[src/rtl/lut_neuron_pkg.sv]
// Shared constants and state type for the reprogrammable LUT neuron.
package lut_neuron_pkg;

    localparam int unsigned IN_BITS  = 6;
    localparam int unsigned OUT_BITS = 2;
    localparam int unsigned DEPTH    = 2 ** IN_BITS;

    localparam logic [IN_BITS-1:0] LastAddr = IN_BITS'(DEPTH - 1);

    typedef enum logic [1:0] {
        StEmpty,
        StLoad,
        StReady
    } state_e;

endpackage

[src/rtl/lut_neuron_table.sv]
// DEPTH x OUT_BITS truth table: synchronous write, asynchronous read, cleared on reset.
module lut_neuron_table
    import lut_neuron_pkg::*;
(
    input  logic                clk,
    input  logic                rst_n,
    input  logic                we_i,
    input  logic [IN_BITS-1:0]  waddr_i,
    input  logic [OUT_BITS-1:0] wdata_i,
    input  logic [IN_BITS-1:0]  raddr_i,
    output logic [OUT_BITS-1:0] rdata_o
);

    logic [OUT_BITS-1:0] mem_q [DEPTH];

    // Storage: every entry returns to 0 on reset so a partial load never leaks old data.
    always_ff @(posedge clk or negedge rst_n) begin
        if (!rst_n) begin
            for (int i = 0; i < int'(DEPTH); i++) begin
                mem_q[i] <= '0;
            end
        end else if (we_i) begin
            mem_q[waddr_i] <= wdata_i;
        end
    end

    assign rdata_o = mem_q[raddr_i];

endmodule

[src/rtl/lut_neuron_loader.sv]
// Run-time reprogrammable LUT neuron: config-stream table writer plus registered lookup.
module lut_neuron_loader
    import lut_neuron_pkg::*;
(
    input  logic                clk,
    input  logic                rst_n,
    input  logic                cfg_start,
    input  logic                cfg_valid,
    output logic                cfg_ready,
    input  logic [OUT_BITS-1:0] cfg_data,
    output logic                cfg_done,
    output logic                tbl_loaded,
    input  logic                in_valid,
    output logic                in_ready,
    input  logic [IN_BITS-1:0]  M0,
    output logic                out_valid,
    output logic [OUT_BITS-1:0] M1
);

    state_e              state_q, state_d;
    logic [IN_BITS-1:0]  addr_q, addr_d;
    logic                cfg_ready_q, cfg_ready_d;
    logic                in_ready_q, in_ready_d;
    logic                cfg_done_q, cfg_done_d;
    logic                out_valid_q, out_valid_d;
    logic [OUT_BITS-1:0] m1_q, m1_d;

    logic                wr_en;
    logic                rd_fire;
    logic [OUT_BITS-1:0] rd_data;

    // cfg_start overrides a coincident write; the lookup side is independent of it.
    assign wr_en   = cfg_valid && cfg_ready_q && !cfg_start;
    assign rd_fire = in_valid && in_ready_q;

    lut_neuron_table u_table (
        .clk     (clk),
        .rst_n   (rst_n),
        .we_i    (wr_en),
        .waddr_i (addr_q),
        .wdata_i (cfg_data),
        .raddr_i (M0),
        .rdata_o (rd_data)
    );

    // Next-state: load sequencing, address counter, handshake and lookup output register.
    always_comb begin
        state_d     = state_q;
        addr_d      = addr_q;
        cfg_done_d  = 1'b0;
        out_valid_d = rd_fire;
        m1_d        = rd_fire ? rd_data : m1_q;

        if (cfg_start) begin
            state_d = StLoad;
            addr_d  = '0;
        end else if (wr_en) begin
            addr_d = addr_q + 1'b1;
            if (addr_q == LastAddr) begin
                state_d    = StReady;
                cfg_done_d = 1'b1;
            end
        end

        // Handshake outputs are registered from the next state so they track state_q exactly.
        cfg_ready_d = (state_d == StLoad);
        in_ready_d  = (state_d == StReady);
    end

    // State and registered outputs.
    always_ff @(posedge clk or negedge rst_n) begin
        if (!rst_n) begin
            state_q     <= StEmpty;
            addr_q      <= '0;
            cfg_ready_q <= 1'b0;
            in_ready_q  <= 1'b0;
            cfg_done_q  <= 1'b0;
            out_valid_q <= 1'b0;
            m1_q        <= '0;
        end else begin
            state_q     <= state_d;
            addr_q      <= addr_d;
            cfg_ready_q <= cfg_ready_d;
            in_ready_q  <= in_ready_d;
            cfg_done_q  <= cfg_done_d;
            out_valid_q <= out_valid_d;
            m1_q        <= m1_d;
        end
    end

    assign cfg_ready  = cfg_ready_q;
    assign in_ready   = in_ready_q;
    assign tbl_loaded = in_ready_q;
    assign cfg_done   = cfg_done_q;
    assign out_valid  = out_valid_q;
    assign M1         = m1_q;

endmodule

[config.mk]
export PLATFORM = sky130hd
export DESIGN_NAME = lut_neuron_loader
export DESIGN_NICKNAME = d
export VERILOG_FILES = /design/src/rtl/lut_neuron_pkg.sv /design/src/rtl/lut_neuron_table.sv /design/src/rtl/lut_neuron_loader.sv
export SDC_FILE = /design/constraint.sdc
export NUM_CORES = 1
export LEC_CHECK = 0
export ABC_AREA = 1
export CELL_PAD_IN_SITES_DETAIL_PLACEMENT = 0
export CELL_PAD_IN_SITES_GLOBAL_PLACEMENT = 1
export CORE_AREA = 5 5 118 148
export CTS_BUF_LIST = sky130_fd_sc_hd__clkbuf_4
export DETAILED_ROUTE_END_ITERATION = 10
export DIE_AREA = 0 0 123 153
export PLACE_DENSITY_LB_ADDON = 0.1
export SLEW_MARGIN = 20
export SYNTH_ARGS = -nofsm -noshare
export SYNTH_HDL_FRONTEND = slang
export SYNTH_SLANG_ARGS = --single-unit
export TNS_END_PERCENT = 30
[constraint.sdc]
create_clock -name clk -period 1.3 [get_ports clk]
set_input_delay 0.26 -clock clk [delete_from_list [all_inputs] [get_ports clk]]
set_output_delay 0.26 -clock clk [all_outputs]
set_load 0.01 [all_outputs]
==> results.py <==
metrics = {
    "global_routing": {
        "grt_pass1_wl_um": 32900,
        "gr-total-overflow": 0,
        "track_usage_pct": 22.6,
        "antenna_found_initial": 1,
        "grt_max_degree": 65,
        "first_global_vias": 6330,
    },
    "synth": {
        "syn_inst": 846,
        "syn-cell-area_um2": 6690,
        "yosys.area.top_type": "dfrtp_1",
        "netlist-cell-type-count": 29,
        "synthXorXnorAreaFrac_pct": 0.131,
        "synth_nets": 860,
        "synthMuxAreaShare_pct": 0,
        "synth_area_leaders": "dfrtp_1, nand2_1, nand3_1, o21ai_0, o21ai_1",
        "yosys_register_bits": 142,
        "synth_top_family_by_area": "simple AND/OR/NAND/NOR gates",
        "synth_top_area_share_pct": 53.1,
        "ys.warnings.count": 0,
        "synth_compound_gate_area_share_pct": 10.4,
        "synth_fa_ha_area_share_pct": 0.187,
        "avgSynthCellArea_um2": 7.91,
        "synth-simple-area-share_pct": 32.1,
        "synth_seq_area_share_pct": 53.1,
    },
    "power": {
        "netSwitchingPower_mw": 2.36,
        "p_leak_nw": 3.96,
        "clockPowerShare_pct": 36.9,
        "seqPwrFrac_pct": 52.2,
        "peakVddDrop_uv": 444,
        "power_frac_comb_pct": 10.9,
        "p_int_mw": 6.38,
        "switching_share_pct": 27.0,
        "power_density_nw_per_um2": 1020,
    },
    "final_layout": {
        "final_common_cell": "nand2_1",
        "instances_no_fill": 1147,
        "synthToLayoutAreaGrowth_pct": 27.5,
        "num-nets-final": 931,
        "most-common-layout-cells": "nand2_1, dfrtp_1, nand3_1",
        "drive_gt1_share_pct": 24.2,
        "fin_util_pct": 53.5,
    },
    "setup_path": {
        "worstPathRequired_ps": 1740,
        "crit_path_end_kind": "register",
        "arrival_ps": 2030,
        "ff2ff_path_depth": 8,
        "crit_type": "register to register",
        "path_max_fanout": 8,
        "r2r-end": "u_table.mem_q[90]",
        "worstReg2RegStart": "addr_q[0]",
        "crit_path_start": "addr_q[0]",
        "crit_path_start_kind": "register",
        "r2r_setup_slack_ps": -300,
    },
    "drt": {
        "ant_nets": 0,
        "drtIter0Drc": 382,
        "post_drt_wl_per_cell_um": 17.5,
        "vias": 6052,
        "first_pass_iters": 6,
        "drc": 0,
        "wl_um": 20000,
        "via_per_inst": 5.28,
    },
    "sta": {
        "rsz0062_at_grt": "yes",
        "holdWs_ps": 115,
        "post-route-min-period_ps": 1600,
        "worstMarginPinSlew_ps": 420,
        "clock.fmax_ghz": 0.627,
        "relSlewSlack_pct": 72.0,
        "slew_viol_final": 0,
        "finalSetupViolations": 134,
        "setup_ws_ps": -296,
        "period_share_pct": 123,
        "finClkSkew_ps": 13.9,
        "hold_violations": 0,
    },
    "min_path": {
        "hold_path.class": "input pin to async pin",
    },
    "place": {
        "dp_hpwl_um": 13200,
        "dp.cells": 1105,
        "port_buffers": 19,
        "gp_congestion": 0.852,
    },
    "clocking": {
        "cts_buffers": 17,
        "htree_levels": 4,
        "clockRootBuffer": "clkbuf_4",
        "clk_pin_slew_ps": 130,
        "insertion_delay_ps": 560,
        "cts_buffer_depth": 2,
        "cts_tree": "done",
        "cts.sink_count": 142,
    },
    "floorplan": {
        "io_pins": 20,
        "die_y_um": 153,
        "die-area_um2": 18800,
        "die_width_um": 123,
        "rows": 52,
        "core_um2": 15900,
        "start_util_pct": 42.0,
    },
    "run_status": {
        "violations": "setup timing",
        "status": "finished with violations",
    },
    "flow_run": {
        "drv_cap": 0,
    },
}
[metal layers]
| metal | track usage, % | wire length (µm) | vias to the layer above |
|---|---|---|---|
| met5 | 0 | 0 | - |
| met4 | 8.39 | 534 | 0 |
| met3 | 3.77 | 760 | 39 |
| met2 | 38.5 | 10200 | 136 |
| met1 | 28.7 | 8580 | 2948 |
| li1 | - | - | 2929 |
[sequential cells by signal, summed over array words and instances (netlist names)]
register	count
cfg_done	1
cfg_ready	1
addr_q	6
state_q	2
in_ready	1
M1	2
u_table.mem_q	128
out_valid	1
[cell usage after synthesis (all sizes together)]
| cell type | n |
|---|---|
| ha | 1 |
| nor3 | 5 |
| nor2 | 21 |
| a31oi | 1 |
| buf | 18 |
| inv | 20 |
| o32ai | 1 |
| xnor2 | 1 |
| nor4 | 1 |
| nand3 | 120 |
| o21ai | 133 |
| dfrtp | 142 |
| clkbuf | 21 |
| a21oi | 3 |
| nand2 | 354 |
| nand4 | 1 |
| clkinv | 2 |
| bufinv | 1 |
[cell families after synthesis]
| group | after synthesis |
|---|---|
| compound gates | 138 |
| xor+xnor | 1 |
| fa+ha+maj | 1 |
| buf+inv | 62 |
| flops | 142 |
| simple gates | 502 |
[worst max-delay path: stages (launching register included)]
cell	delay, ps
dfrtp_1	410
bufinv_8	200
buf_12	110
nand2_4	90
nor3_4	220
buf_12	210
nand2_4	80
nand2_1	80
o21ai_1	60
[power by group through the flow]
stage | registers, mW | clock network [mW] | logic [mW]
6_report | 4.56 | 3.23 | 0.949
5_1_grt | 4.57 | 3.53 | 1.05
4_1_cts | 4.55 | 3.31 | 0.920
3_5_place_dp | 4.64 | 0 | 0.881
3_3_place_gp | 4.64 | 0 | 0.867
2_1_floorplan | 4.62 | 0 | 0.420
[cell type report]
cell class | count | area (µm²)
Clock buffer | 17 | 128
Fill cell | 1501 | 7400
Sequential cell | 142 | 3560
Tap cell | 216 | 270
Multi-Input combinational cell | 642 | 3310
Antenna cell | 1 | 2.50
Clock inverter | 15 | 194
Timing Repair Buffer | 91 | 970
Inverter | 23 | 103
[how the worst max path moves through the flow]
| stage | endpoint | slack, ps | depth (start not counted) |
|---|---|---|---|
| after global placement | M1[0] | -650 | 11 |
| after global routing | u_table.mem_q[43] | -370 | 8 |
| final | u_table.mem_q[90] | -300 | 8 |
| after CTS | u_table.mem_q[4] | -280 | 8 |
| after detailed placement | M1[1] | -650 | 11 |
| after floorplan | u_table.mem_q[41] | -170 | 7 |
[timing repair]
item,4_1_cts,5_1_grt
hold endpoints to repair,142,0
resized for setup,114,83
pin swaps,11,12
hold buffers,1,0
setup buffers,6,4
endpoints found under the setup margin,139,146
[through the flow]
stage / cell area [µm²] / power, mW / TNS, ps / setup WS (ps)
after floorplan: 6700 / 5.04 / -13050 / -167
after global placement: 7670 / 5.50 / -67120 / -651
after detailed placement: 7670 / 5.52 / -69920 / -648
after CTS: 8250 / 8.78 / -25180 / -280
after global routing: 8540 / 9.15 / -36440 / -372
final: 8540 / 8.74 / -24210 / -296
Note: power is estimated with default switching activity, not from simulation.
